`config.mk`:
```
export PLATFORM = sky130hd
export DESIGN_NAME = instruction_queue_flat
export DESIGN_NICKNAME = d
export VERILOG_FILES = /design/src/rtl/instruction_queue_if.sv /design/src/rtl/instruction_queue.sv /design/src/flat_wrapper.sv
export SDC_FILE = /design/constraint.sdc
export NUM_CORES = 1
export LEC_CHECK = 0
export CAP_MARGIN = 20
export CORE_ASPECT_RATIO = 1.5
export CORE_MARGIN = 1.5
export CORE_UTILIZATION = 55
export DETAILED_ROUTE_END_ITERATION = 10
export PLACE_DENSITY = 0.76
export SETUP_SLACK_MARGIN = 0.3
export SKIP_LAST_GASP = 1
export SLEW_MARGIN = 20
export SYNTH_ARGS = -nofsm -noshare
export SYNTH_HDL_FRONTEND = slang
export SYNTH_SLANG_ARGS = --single-unit
```
`constraint.sdc`:
```
create_clock -name clk_in -period 38.5 [get_ports clk_in]
set_input_delay 7.7 -clock clk_in [delete_from_list [all_inputs] [get_ports clk_in]]
set_output_delay 7.7 -clock clk_in [all_outputs]
set_load 0.01 [all_outputs]
```
`src/rtl/instruction_queue_if.sv`:
```
// Fetch/dispatch-side handshake bundle for the instruction queue.
// The master side is fetch plus dispatch; the slave side is the queue itself.
interface instruction_queue_if #(
  parameter int DEPTH = 8,
  parameter int IW    = 32,
  parameter int AW    = 32
);
  localparam int CW = $clog2(DEPTH + 1);

  logic          flush;
  logic          enq_valid;
  logic [IW-1:0] enq_instr;
  logic [AW-1:0] enq_pc;
  logic          enq_ready;
  logic [1:0]    deq_valid;
  logic [IW-1:0] deq_instr0;
  logic [AW-1:0] deq_pc0;
  logic [IW-1:0] deq_instr1;
  logic [AW-1:0] deq_pc1;
  logic [1:0]    deq_count;
  logic [CW-1:0] count;

  modport master (
    output flush, enq_valid, enq_instr, enq_pc, deq_count,
    input  enq_ready, deq_valid, deq_instr0, deq_pc0, deq_instr1, deq_pc1, count
  );

  modport slave (
    input  flush, enq_valid, enq_instr, enq_pc, deq_count,
    output enq_ready, deq_valid, deq_instr0, deq_pc0, deq_instr1, deq_pc1, count
  );
endinterface

```
`src/rtl/instruction_queue.sv`:
```
// Circular instruction FIFO: one push per cycle from fetch, two oldest entries
// shown to dispatch, which may pop 0..2 per cycle. Flush empties it in one edge.
module instruction_queue #(
  parameter int DEPTH = 8,
  parameter int IW    = 32,
  parameter int AW    = 32
) (
  input logic                clk_in,
  input logic                rst_in,
  instruction_queue_if.slave q
);
  localparam int PW = $clog2(DEPTH);
  localparam int CW = $clog2(DEPTH + 1);
  localparam logic [CW-1:0] FULL = CW'(DEPTH);

  logic [IW-1:0] instr_mem [DEPTH];
  logic [AW-1:0] pc_mem    [DEPTH];
  logic [PW-1:0] head;
  logic [PW-1:0] tail;
  logic [CW-1:0] cnt;
  logic [1:0]    req;
  logic [1:0]    n;
  logic          push;

  // A request of 3 means 2, and any pop is clipped to the current occupancy.
  always_comb begin
    req  = (q.deq_count == 2'd3) ? 2'd2 : q.deq_count;
    n    = (CW'(req) > cnt) ? cnt[1:0] : req;
    push = q.enq_valid && q.enq_ready && !q.flush;
  end

  assign q.enq_ready  = (cnt < FULL);
  assign q.deq_valid  = {(cnt >= CW'(2)), (cnt >= CW'(1))};
  assign q.deq_instr0 = instr_mem[head];
  assign q.deq_pc0    = pc_mem[head];
  assign q.deq_instr1 = instr_mem[head + PW'(1)];
  assign q.deq_pc1    = pc_mem[head + PW'(1)];
  assign q.count      = cnt;

  always_ff @(posedge clk_in or posedge rst_in) begin
    if (rst_in) begin
      head <= '0;
      tail <= '0;
      cnt  <= '0;
      for (int i = 0; i < DEPTH; i++) begin
        instr_mem[i] <= '0;
        pc_mem[i]    <= '0;
      end
    end else if (q.flush) begin
      head <= '0;
      tail <= '0;
      cnt  <= '0;
    end else begin
      if (push) begin
        instr_mem[tail] <= q.enq_instr;
        pc_mem[tail]    <= q.enq_pc;
        tail            <= tail + PW'(1);
      end
      head <= head + PW'(n);
      cnt  <= cnt + CW'(push) - CW'(n);
    end
  end
endmodule
```
`src/flat_wrapper.sv`:
```
// flat-port wrapper written by rule: the top's interface ports become plain ports
module instruction_queue_flat 
#(
  parameter int DEPTH = 8,
  parameter int IW    = 32,
  parameter int AW    = 32
)
  (clk_in, rst_in, q_flush, q_enq_valid, q_enq_instr, q_enq_pc, q_deq_count, q_enq_ready, q_deq_valid, q_deq_instr0, q_deq_pc0, q_deq_instr1, q_deq_pc1, q_count);
  instruction_queue_if #(.DEPTH(DEPTH), .IW(IW), .AW(AW)) q_i ();
  input logic clk_in;
  input logic rst_in;
  input wire logic [$bits(q_i.flush)-1:0] q_flush;
  input wire logic [$bits(q_i.enq_valid)-1:0] q_enq_valid;
  input wire logic [$bits(q_i.enq_instr)-1:0] q_enq_instr;
  input wire logic [$bits(q_i.enq_pc)-1:0] q_enq_pc;
  input wire logic [$bits(q_i.deq_count)-1:0] q_deq_count;
  output wire logic [$bits(q_i.enq_ready)-1:0] q_enq_ready;
  output wire logic [$bits(q_i.deq_valid)-1:0] q_deq_valid;
  output wire logic [$bits(q_i.deq_instr0)-1:0] q_deq_instr0;
  output wire logic [$bits(q_i.deq_pc0)-1:0] q_deq_pc0;
  output wire logic [$bits(q_i.deq_instr1)-1:0] q_deq_instr1;
  output wire logic [$bits(q_i.deq_pc1)-1:0] q_deq_pc1;
  output wire logic [$bits(q_i.count)-1:0] q_count;
  assign q_i.flush = q_flush;
  assign q_i.enq_valid = q_enq_valid;
  assign q_i.enq_instr = q_enq_instr;
  assign q_i.enq_pc = q_enq_pc;
  assign q_i.deq_count = q_deq_count;
  assign q_enq_ready = q_i.enq_ready;
  assign q_deq_valid = q_i.deq_valid;
  assign q_deq_instr0 = q_i.deq_instr0;
  assign q_deq_pc0 = q_i.deq_pc0;
  assign q_deq_instr1 = q_i.deq_instr1;
  assign q_deq_pc1 = q_i.deq_pc1;
  assign q_count = q_i.count;
  instruction_queue #(.DEPTH(DEPTH), .IW(IW), .AW(AW)) u_core (.clk_in(clk_in), .rst_in(rst_in), .q(q_i));
endmodule
```
* Yosys cells after proc, flatten, opt, wreduce, memory -nomap -nowiden *
Index checks and enable logic that the tools add are counted.

operators by class
  reduce and logical (&&, ||, !) cells = 6
  muxes and demuxes = 22
  add/subtract/negate cells = 5
  bitwise logic cells = 4
  eq/ne operators = 1
  order comparisons = 8

operator list
  operator               number
  $bwmux W256            2
  $bmux W32 S3           4
  $mux W32               9
  $demux W32 S3          1
  $ge A4 B4 Y1 const B   3
  $not A3 Y4             3
  $mux W3                3
  $add A3 B1 Y3 const B  2
  $add A4 B1 Y4          1
  $ge A4 B1 Y1 const B   1
  $ge A4 B2 Y1 const B   1
  $gt A2 B4 Y1           1
  $lt A4 B1 Y1 const B   1
  $lt A4 B4 Y1 const B   1
  $mux W2                2
  $mux W4                1
  $sub A4 B2 Y4          1
  $add A3 B2 Y3          1
  $logic_and A1 B1 Y1    3
  $eq A2 B2 Y1 const B   1
  $reduce_and A2 Y1      1
  $reduce_bool A2 Y1     1
  $logic_not A1 Y1       1
  $not A1 Y1             1

storage, ports and cells
  word-level logic and storage cells = 65
  bits in registers = 522
  output and inout bits = 135

* Depth between registers and ports, before layout *
Gate-level depths: netlist (run 1).

  word-level depth = 6
  mapped depth = 11

* Worst setup path after synthesis (run 1) *
Ideal clock, no wire load.

  kind = reg-to-output
  start = reg u_core.head[1]
  end = out q_deq_pc1[18]
  stages on the path, launching flop included = 6
  required time = 30,800 ps
  buffers on the path = 2
  data arrival time = 2,373 ps
  slack = 28,427 ps
  path through = dfrtp_1 -> ha_1 -> buf_2 -> buf_1 -> mux4_2 -> mux2_2

between the ends
  longest elaborated chain between the ends = 5

RTL lines
  element                                      RTL line                 text
  start, declared                              instruction_queue.sv:18  logic [PW-1:0] head;
  start signal, assigned                       instruction_queue.sv:59  head <= head + PW'(n);
  $add A3 B1 Y3                                instruction_queue.sv:37  assign q.deq_pc1 = pc_mem[head + PW'(1)];
  $not A3 Y4 (not written as such)             instruction_queue.sv:37
  $bmux W32 S3                                 instruction_queue.sv:37
  $mux W32 (not written as such) (2 in a row)  instruction_queue.sv:37
  end, declared                                flat_wrapper.sv:22       output wire logic [$bits(q_i.deq_pc1)-1:0] q_deq_pc1;

Every way passes these cells. The select of a mux whose other input is x is not followed.

* Worst setup path in the final report (run 1) *
  start = reg u_core.head[0]
  end = out q_deq_instr1[6]

between the ends
  longest elaborated chain between the ends = 5

RTL lines
  element                                      RTL line                 text
  $add A3 B1 Y3                                instruction_queue.sv:36  assign q.deq_instr1 = instr_mem[head + PW'(1)];
  $not A3 Y4 (not written as such)             instruction_queue.sv:36
  $bmux W32 S3                                 instruction_queue.sv:36
  $mux W32 (not written as such) (2 in a row)  instruction_queue.sv:36
  end, declared                                flat_wrapper.sv:21       output wire logic [$bits(q_i.deq_instr1)-1:0] q_deq_instr1;

Every way passes these cells. The select of a mux whose other input is x is not followed.

==> flow_summary_export.csv, run 1 <==
group,metric,value,unit
yosys,netlist_area,27640,µm²
clock_network,cts_root_buf,"clkbuf_16",
finish,synthToLayoutAreaGrowth,15.43,%
floorplanning,die-width,186.0,µm
power,seqPwrFrac,0.326,
clock_network,htree_levels,2,
worst_setup_path,cp_slowest_cell,"dfrtp_4",
grt,grt_overflow_total,0,
power,power.internal,0.001691,W
detailed_routing,vias,15770,
grt,grtUsageTotal,0.2585,
sta,fin_ws,26.08,ns
sta,tns,0,ns
yosys,synth_adder_area_share,0.006882,
grt,grt_pass1_vias,17330,
detailed_routing,ant_nets,0,
yosys,syn-num-nets,1694,
yosys,synth_compound_area_frac,0.0009961,
worst_setup_path,cp_num_buf_inv,2,
yosys,syn_inst,1610,
yosys,synth_top_area_frac,0.4727,
placement,dp_hpwl,37730,µm
placement,place_ws,26.54,ns
finish,mostFrequentLayoutCell,"mux2_2",
yosys,synth_warnings,0,
placement,gp_congestion,0.7739,
yosys,yosysTopAreaCell,"dfrtp_1",
clock_network,cts_tree,"done",
yosys,synth_xor_area_frac,0.001585,
clock_network,clk_pin_slew,0.06,ns
worst_setup_path,crit_family,"buffers and inverters",
floorplanning,die_h,277.5,µm
detailed_routing,via_per_inst,6.377,
flow_run,drv_cap,0,
finish,final_cell_area,31900,µm²
yosys,ys_ff_latch,522,
status,status,"finished clean",
finish,final_cell_mix,"mux2_2 (522), dfrtp_1 (519), mux4_2 (256)",
floorplanning,coreArea,49670,µm²
yosys,synth-simple-area-share,0.006701,
worst_setup_path,worstPathArrival,4.72,ns
placement,io_buffers,204,
detailed_routing,dr.pass1.iters,7,
yosys,ys_types,29,
sta,relSlewSlack,0.3058,
placement,dpl-instance-area,30190,µm²
yosys,ys_top_cells_by_area,"dfrtp_1 (47%), mux2_2 (21%), mux4_2 (21%)",
yosys,synth.avg_cell_area,17.16,µm²
worst_setup_path,max_stage_delay,0.99,ns
floorplanning,io_pins,205,
grt,grt_pass1_wl,101800,µm
power,power.switching,0.0007928,W
clock_network,holdBufCountCts,0,
clock_network,cts.sinks,522,
floorplanning,die_area,51630,µm²
worst_setup_path,cp-end-kind,"output port",
detailed_routing,avgRoutedWirePerCell,26.22,µm
detailed_routing,routed_wl,64830,µm
sta,worstMarginPinSlew,1.041,ns
worst_setup_path,cp_max_fo,50,
floorplanning,rows,100,
sta,clock.fmax,80.50,MHz
grt,antenna_found_initial,5,
clock_network,clock_latency,0.56,ns
sta,hold_viol,0,
detailed_routing,drt_iter0_markers,804,
power,power_switching_share,0.3191,
finish,drive_gt1_frac,0.5617,
detailed_routing,drc,0,
yosys,synth_top_family_by_area,"multiplexers",
power,peakVddDrop,0.00004371,V
yosys,synthMuxAreaShare,0.4876,
power,total_power,0.002484,W
floorplanning,start_util,0.5563,
yosys,synth-seq-area-share,0.4727,
sta,clock_skew,0.01100,ns
finish,final_nets,1850,
sta,report.final.slew_viol_count,0,
power,cellPowerDensity,77.88,nW/µm²
grt,grt_start_max_net_pins,188,
worst_setup_path,critPathLaunchType,"flip-flop",
clock_network,post-cts-setup-buffers,0,
clock_network,cts_resized,0,
power,p_clk_frac,0.201,
sta,setup_viol,0,
power,leakage,14.12,nW
sta,layout_min_cycle_time,12.42,ns
sta,rsz0062_at_grt,"false",
hold_path,hp-class,"reg -> reg",
clock_network,clock_path_buffers,3,
sta,finalCritPeriodShare,0.3227,
power,p_comb_frac,0.472,
worst_setup_path,crit_type,"reg -> out",
clock_network,cts_buffers,50,
worst_setup_path,critical_path_required,30.80,ns
worst_setup_path,path_cells,"ha_4 > buf_4 > mux4_2 > mux2_2 > clkdlybuf4s50_1",
## kinds of logic after synthesis
kind of cell	after synthesis
compound gates	4
xor+xnor	5
fa+ha+maj	14
buf+inv	132
flops	522
mux	901
simple gates	32
## power groups by stage
stage | Sequential, W | Combinational, W | Clock [W]
floorplan | 0.000752 | 0.000788 | 0
global placement | 0.000806 | 0.00117 | 0
detailed placement | 0.000816 | 0.00118 | 0
CTS | 0.000809 | 0.00119 | 0.000512
global route | 0.000828 | 0.00125 | 0.000532
finish | 0.000811 | 0.00117 | 0.000500
## state kept, by name, indices dropped and copies added, names as in the netlist
name and count:
u_core.instr_mem 256, u_core.head 3, u_core.pc_mem 256, u_core.tail 3, u_core.q.count 4
## synth_stat cells, drive strengths merged
master  number
clkbuf      40
or4b         2
nand2b       1
xnor2        3
mux2i        3
nor3b        1
o211ai       1
nand3        1
fa           2
nor2b        7
xor2         2
or3          1
ha          12
a21o         2
inv          7
mux2       642
buf         85
mux4       256
nor3         2
dfrtp      522
a21oi        1
or3b         1
nor2        10
nand3b       2
nand2        4
## metrics by stage
stage | instances | utilization | hold WS [ns]
6_report | 2473 | 0.6422 | 0.5239
5_1_grt | 2473 | 0.6422 | 0.5364
4_1_cts | 2469 | 0.6414 | 0.5280
3_5_place_dp | 2376 | 0.6077 | 0.5113
3_3_place_gp | 2376 | 0.6077 | 0.5019
2_1_floorplan | 1610 | - | 0.4918
## per-layer routing
metal	GRT usage	vias to the layer above	part of all wire	wire length, µm
li1	-	6585	-	-
met1	0.3416	8677	0.41	26390
met2	0.4393	403	0.52	33730
met3	0.03623	102	0.045	2910
met4	0.08478	4	0.027	1777
met5	0	-	0.00037	24
## worst paths after layout
check | slack, ns | startpoint | end | cells past startpoint
worst max-delay path | 26.08 | u_core.head[0] | q_deq_instr1[6] | 5
worst min-delay path | 0.52 | u_core.pc_mem[52] | u_core.pc_mem[52] | 1
worst max register to register | 35.36 | u_core.q.count[3] | u_core.pc_mem[155] | 4
worst min register to register | 0.52 | u_core.pc_mem[52] | u_core.pc_mem[52] | 1
max in group asynchronous | 28.41 | rst_in | u_core.instr_mem[23] | 4
min in group asynchronous | 7.71 | rst_in | u_core.pc_mem[214] | 2
## area by class of cell
class,count,area (µm²)
antenna,3,7.507
clock buffer,84,1603
clock inverter,9,70.07
fill,3560,17770
inverter,7,33.78
multi-input combinational,956,14000
sequential,522,13070
tap,663,829.5
timing repair buffer,229,2278
## worst register-to-register path, stage by stage (launching register included)
cell and delay [ns]:
dfrtp_1 0.46, or3b_1 0.54, nor3_4 0.63, buf_4 0.91, mux2_2 0.49
(Power assumes the default switching activity.)
==> run 2, diff against run 1 <==
==> constraint.sdc (replaced) <==
create_clock -name clk_in -period 12.75 [get_ports clk_in]
set_input_delay 2.55 -clock clk_in [delete_from_list [all_inputs] [get_ports clk_in]]
set_output_delay 2.55 -clock clk_in [all_outputs]
set_load 0.01 [all_outputs]
==> run 2 against run 1 <==
Effect of this change: die area stayed put; global-route usage is 0.19 points higher; total power grew to 3.0 times the previous value; critical path type unchanged; largest power group unchanged; register-to-register slack worse by 26 ns.
==> flow_summary_export.csv, run 2 (synthesis results as in run 1) <==
group,metric,value,unit
clock_network,clk_pin_slew,0.07,ns
finish,drive_gt1_frac,0.5654,
worst_setup_path,critPathLaunchType,"flip-flop",
grt,antenna_found_initial,6,
detailed_routing,ant_nets,0,
clock_network,cts_root_buf,"clkbuf_16",
finish,synthToLayoutAreaGrowth,15.57,%
finish,final_cell_area,31940,µm²
placement,dpl-instance-area,30220,µm²
clock_network,cts.sinks,522,
worst_setup_path,path_cells,"ha_4 > buf_4 > mux4_2 > mux2_2 > clkdlybuf4s50_1",
grt,met1_usage,0.3487,
worst_setup_path,crit_type,"reg -> out",
sta,layout_min_cycle_time,7.304,ns
sta,relSlewSlack,0.2972,
worst_setup_path,cp_max_fo,50,
grt,grt_overflow_total,0,
power,peakVddDrop,0.0001870,V
detailed_routing,via_per_inst,6.336,
flow_run,drv_cap,0,
detailed_routing,vias,15680,
worst_setup_path,worstPathArrival,4.75,ns
sta,clock.fmax,136.9,MHz
clock_network,cts_buffers,51,
floorplanning,start_util,0.5563,
detailed_routing,avgRoutedWirePerCell,26.08,µm
clock_network,post-cts-setup-buffers,0,
clock_network,clock_path_buffers,3,
power,power_switching_share,0.3201,
floorplanning,coreArea,49670,µm²
finish,final_cell_mix,"mux2_2 (522), dfrtp_1 (519), mux4_2 (256)",
sta,tns,0,ns
clock_network,htree_levels,2,
detailed_routing,drc,0,
power,power.internal,0.005110,W
power,power.switching,0.002405,W
finish,finish.cell_count_without_fillers,2474,
worst_setup_path,critical_path_required,10.20,ns
clock_network,clock_latency,0.58,ns
power,cellPowerDensity,235.3,nW/µm²
placement,io_buffers,204,
detailed_routing,drt_iter0_markers,914,
grt,gr-usage-met2,0.4476,
grt,grt_busiest_layer,"met2",
power,p_clk_frac,0.202,
worst_setup_path,cp_slowest_cell,"dfrtp_4",
clock_network,holdBufCountCts,0,
floorplanning,rows,100,
power,leakage,14.13,nW
hold_path,hp-class,"reg -> reg",
power,seqPwrFrac,0.324,
clock_network,cts_resized,0,
floorplanning,die_h,277.5,µm
detailed_routing,routed_wl,64520,µm
grt,grtUsageMet3,0.03518,
power,p_comb_frac,0.474,
grt,grt_start_max_net_pins,90,
sta,rsz0062_at_grt,"false",
sta,report.final.slew_viol_count,0,
worst_setup_path,max_stage_delay,0.98,ns
finish,n_antenna_cell,0,
sta,setup_viol,0,
finish,final_nets,1857,
floorplanning,die-width,186.0,µm
detailed_routing,dr.pass1.iters,5,
grt,grtUsageTotal,0.2604,
finish,mostFrequentLayoutCell,"mux2_2",
worst_setup_path,cp-end-kind,"output port",
status,status,"finished clean",
placement,gp_congestion,0.7358,
sta,hold_viol,0,
sta,clock_skew,0.02483,ns
placement,dp_hpwl,37850,µm
sta,finalCritPeriodShare,0.5729,
clock_network,cts_tree,"done",
grt,grt_pass1_wl,102700,µm
placement,place_inst,2382,
grt,grt_pass1_vias,17430,
floorplanning,io_pins,205,
sta,worstMarginPinSlew,1.054,ns
floorplanning,die_area,51630,µm²
run 2: changes by cell type in the layout (fill, tap and decap cells not counted), moves of 3 or more:
cell,change
clkinv_4,+4
clkbuf_1,-5
buf_4,+5
diode_2,-3
clkinvlp_4,+3
inv_6,+3
clkbuf_8,-4
run 2: worst paths after layout:
check / slack [ns] / cells past startpoint / to / from
max: 5.45 / 5 / q_deq_instr1[31] / u_core.head[0]
min in group asynchronous: 2.43 / 2 / u_core.pc_mem[182] / rst_in
min: 0.53 / 1 / u_core.pc_mem[72] / u_core.pc_mem[72]
min reg2reg: 0.53 / 1 / u_core.pc_mem[72] / u_core.pc_mem[72]
max in group asynchronous: 8.06 / 4 / u_core.instr_mem[49] / rst_in
max reg2reg: 9.50 / 4 / u_core.pc_mem[222] / u_core.q.count[3]
run 2: final cells by class:
class / instances / area, µm²
clock buffer: 73 / 1479
clock inverter: 18 / 196.4
fill: 3595 / 17730
inverter: 7 / 30.03
multi-input combinational: 956 / 14000
sequential: 522 / 13070
tap: 663 / 829.5
timing repair buffer: 235 / 2326
run 2: critical path: cells and delay by family (launching register included):
kind,cells,cell delay (ns)
adders and majority gates,1,0.90
DFF,1,0.98
muxes,2,0.87
buffers and inverters,2,1.38
run 2: metal layers:
metal | part of all wire | vias to the layer above
met5 | 0.0012 | -
met4 | 0.023 | 12
met3 | 0.038 | 92
met2 | 0.52 | 328
met1 | 0.41 | 8651
li1 | - | 6592
run 2: power by group through the flow:
| stage | clock network [W] | logic (W) | registers [W] |
|---|---|---|---|
| floorplan | 0 | 0.00238 | 0.00227 |
| global placement | 0 | 0.00355 | 0.00241 |
| detailed placement | 0 | 0.00360 | 0.00245 |
| CTS | 0.00155 | 0.00362 | 0.00243 |
| global route | 0.00161 | 0.00379 | 0.00249 |
| finish | 0.00152 | 0.00356 | 0.00243 |
run 2: through the flow:
step,hold slack [ns],util,worst slack (ns),power [W]
floorplan,0.4918,-,3.108,0.004652
global placement,0.5014,0.6079,5.923,0.005966
detailed placement,0.5128,0.6085,5.916,0.006047
CTS,0.5279,0.6422,5.280,0.007599
global route,0.5428,0.6430,5.046,0.007890
finish,0.5253,0.6430,5.446,0.007515
==> run 3, diff against run 2 <==
--- a/config.mk
+++ b/config.mk
@@ -8,9 +8,9 @@
 export CAP_MARGIN = 20
 export CORE_ASPECT_RATIO = 1.5
 export CORE_MARGIN = 1.5
-export CORE_UTILIZATION = 55
+export CORE_UTILIZATION = 54
 export DETAILED_ROUTE_END_ITERATION = 10
-export PLACE_DENSITY = 0.76
+export PLACE_DENSITY = 0.77
 export SETUP_SLACK_MARGIN = 0.3
 export SKIP_LAST_GASP = 1
 export SLEW_MARGIN = 20
==> constraint.sdc (replaced) <==
create_clock -name clk_in -period 6 [get_ports clk_in]
set_input_delay 1.2 -clock clk_in [delete_from_list [all_inputs] [get_ports clk_in]]
set_output_delay 1.2 -clock clk_in [all_outputs]
set_load 0.01 [all_outputs]
==> run 3 against run 2 <==
Effect of this change: non-clock buffer count fell by 4; core utilization fell by 0.87 points; highest routed layer unchanged; critical endpoint is now q_deq_pc1[8]; clock skew rose by 0.0071 ns.
==> flow_summary_export.csv, run 3 (synthesis results as in run 1) <==
group,metric,value,unit
power,cellPowerDensity,503.1,nW/µm²
worst_setup_path,path_cells,"ha_4 > buf_4 > mux4_2 > mux2_2 > clkdlybuf4s50_1",
worst_setup_path,cp_num_buf_inv,2,
sta,hold_viol,0,
finish,drive_gt1_frac,0.5661,
finish,final_cell_mix,"mux2_2 (522), dfrtp_1 (519), mux4_2 (256)",
finish,final_nets,1853,
hold_path,hp-class,"reg -> reg",
floorplanning,start_util,0.5467,
clock_network,cts_resized,0,
clock_network,holdBufCountCts,0,
floorplanning,io_pins,205,
grt,grt_start_max_net_pins,156,
sta,tns,0,ns
sta,report.final.slew_viol_count,0,
worst_setup_path,critPathLaunchType,"flip-flop",
placement,gp_congestion,0.7552,
detailed_routing,routed_wl,64700,µm
sta,worstMarginPinSlew,1.092,ns
grt,antenna_found_initial,2,
finish,final_cell_area,32060,µm²
power,total_power,0.01613,W
sta,finalCritPeriodShare,0.8695,
sta,clock.fmax,191.7,MHz
grt,grt_busiest_layer,"met2",
floorplanning,die-width,187.7,µm
worst_setup_path,max_stage_delay,0.90,ns
detailed_routing,vias,15860,
floorplanning,rows,101,
sta,setup_viol,0,
clock_network,cts_root_buf,"clkbuf_16",
placement,place_ws,1.337,ns
finish,nFillCells,3651,
finish,mostFrequentLayoutCell,"mux2_2",
detailed_routing,ant_nets,0,
clock_network,clock_path_buffers,3,
status,status,"finished clean",
flow_run,drv_cap,0,
worst_setup_path,crit_family,"buffers and inverters",
clock_network,clock_latency,0.58,ns
grt,grt_pass1_vias,17360,
sta,fin_ws,0.7832,ns
worst_setup_path,crit_type,"reg -> out",
floorplanning,die_area,52570,µm²
detailed_routing,drt_iter0_markers,938,
floorplanning,coreArea,50550,µm²
finish,synthToLayoutAreaGrowth,16.01,%
sta,rsz0062_at_grt,"false",
grt,grtUsageTotal,0.2526,
power,peakVddDrop,0.0004266,V
detailed_routing,avgRoutedWirePerCell,26.11,µm
power,leakage,14.18,nW
clock_network,cts_buffers,51,
grt,grt_overflow_total,0,
clock_network,cts_tree,"done",
placement,io_buffers,204,
worst_setup_path,worstPathArrival,4.02,ns
worst_setup_path,cp-end-kind,"output port",
floorplanning,die_h,280.1,µm
worst_setup_path,cp_slowest_cell,"ha_4",
clock_network,clk_pin_slew,0.06,ns
placement,dp_hpwl,37920,µm
worst_setup_path,cp_max_fo,36,
sta,relSlewSlack,0.2697,
detailed_routing,via_per_inst,6.400,
grt,met1_usage,0.3368,
sta,layout_min_cycle_time,5.217,ns
finish,n_antenna_cell,0,
clock_network,htree_levels,2,
clock_network,post-cts-setup-buffers,0,
grt,grt_pass1_wl,103100,µm
grt,grtUsageMet3,0.03164,
detailed_routing,dr.pass1.iters,4,
clock_network,cts.sinks,522,
worst_setup_path,critical_path_required,4.80,ns
grt,gr-usage-met2,0.4325,
placement,dpl-instance-area,30340,µm²
sta,clock_skew,0.03197,ns
detailed_routing,drc,0,
sta,hold_ws,0.5204,ns
==> run 3: cell count changes in the layout (fill, tap and decap cells not counted), sizes merged <==
cell      before  now
buf           31   27
clkbuf        73   75
clkinv        10   15
clkinvlp       3    1
inv            9    6
==> run 3: worst register-to-register path, cell delays in order (launching register included) <==
cell and delay (ns):
dfrtp_1 0.47, or3b_1 0.54, or4b_4 0.92, buf_4 0.52
mux2_4 0.39
==> run 3: final cells by class <==
cell class / count / area [µm²] / area share
timing repair buffer: 231 / 2395 / 0.07470
inverter: 7 / 30.03 / 0.0009366
multi-input combinational: 956 / 14000 / 0.4368
clock inverter: 18 / 172.7 / 0.005386
sequential: 522 / 13070 / 0.4078
clock buffer: 75 / 1549 / 0.04831
tap: 669 / 837.1 / 0.02611
==> run 3: final timing paths <==
check	from	to	slack [ns]	cells past startpoint
min reg2reg	u_core.instr_mem[53]	u_core.instr_mem[53]	0.52	1
max in group asynchronous	rst_in	u_core.instr_mem[55]	3.59	3
max reg2reg	u_core.q.count[3]	u_core.pc_mem[174]	3.03	4
max	u_core.head[0]	q_deq_pc1[8]	0.78	5
min	u_core.instr_mem[53]	u_core.instr_mem[53]	0.52	1
min in group asynchronous	rst_in	u_core.pc_mem[21]	1.10	2
==> run 3: power by group <==
part | leakage [nW] | internal, W | total (W) | switching [W]
Combinational | 6.36 | 0.00469 | 0.00774 | 0.00305
Clock | 0.865 | 0.00191 | 0.00329 | 0.00137
Sequential | 6.96 | 0.00436 | 0.00511 | 0.000746
==> run 3: layer usage <==
metal | vias up | wire length (µm)
li1 | 6598 | -
met1 | 8744 | 26830
met2 | 394 | 33500
met3 | 119 | 2470
met4 | 4 | 1873
met5 | - | 25
==> run 3: through the flow <==
stage / utilization / std cells
floorplan: - / 1610
global placement: 0.6002 / 2385
detailed placement: 0.6002 / 2385
CTS: 0.6343 / 2478
global route: 0.6343 / 2478
finish: 0.6343 / 2478
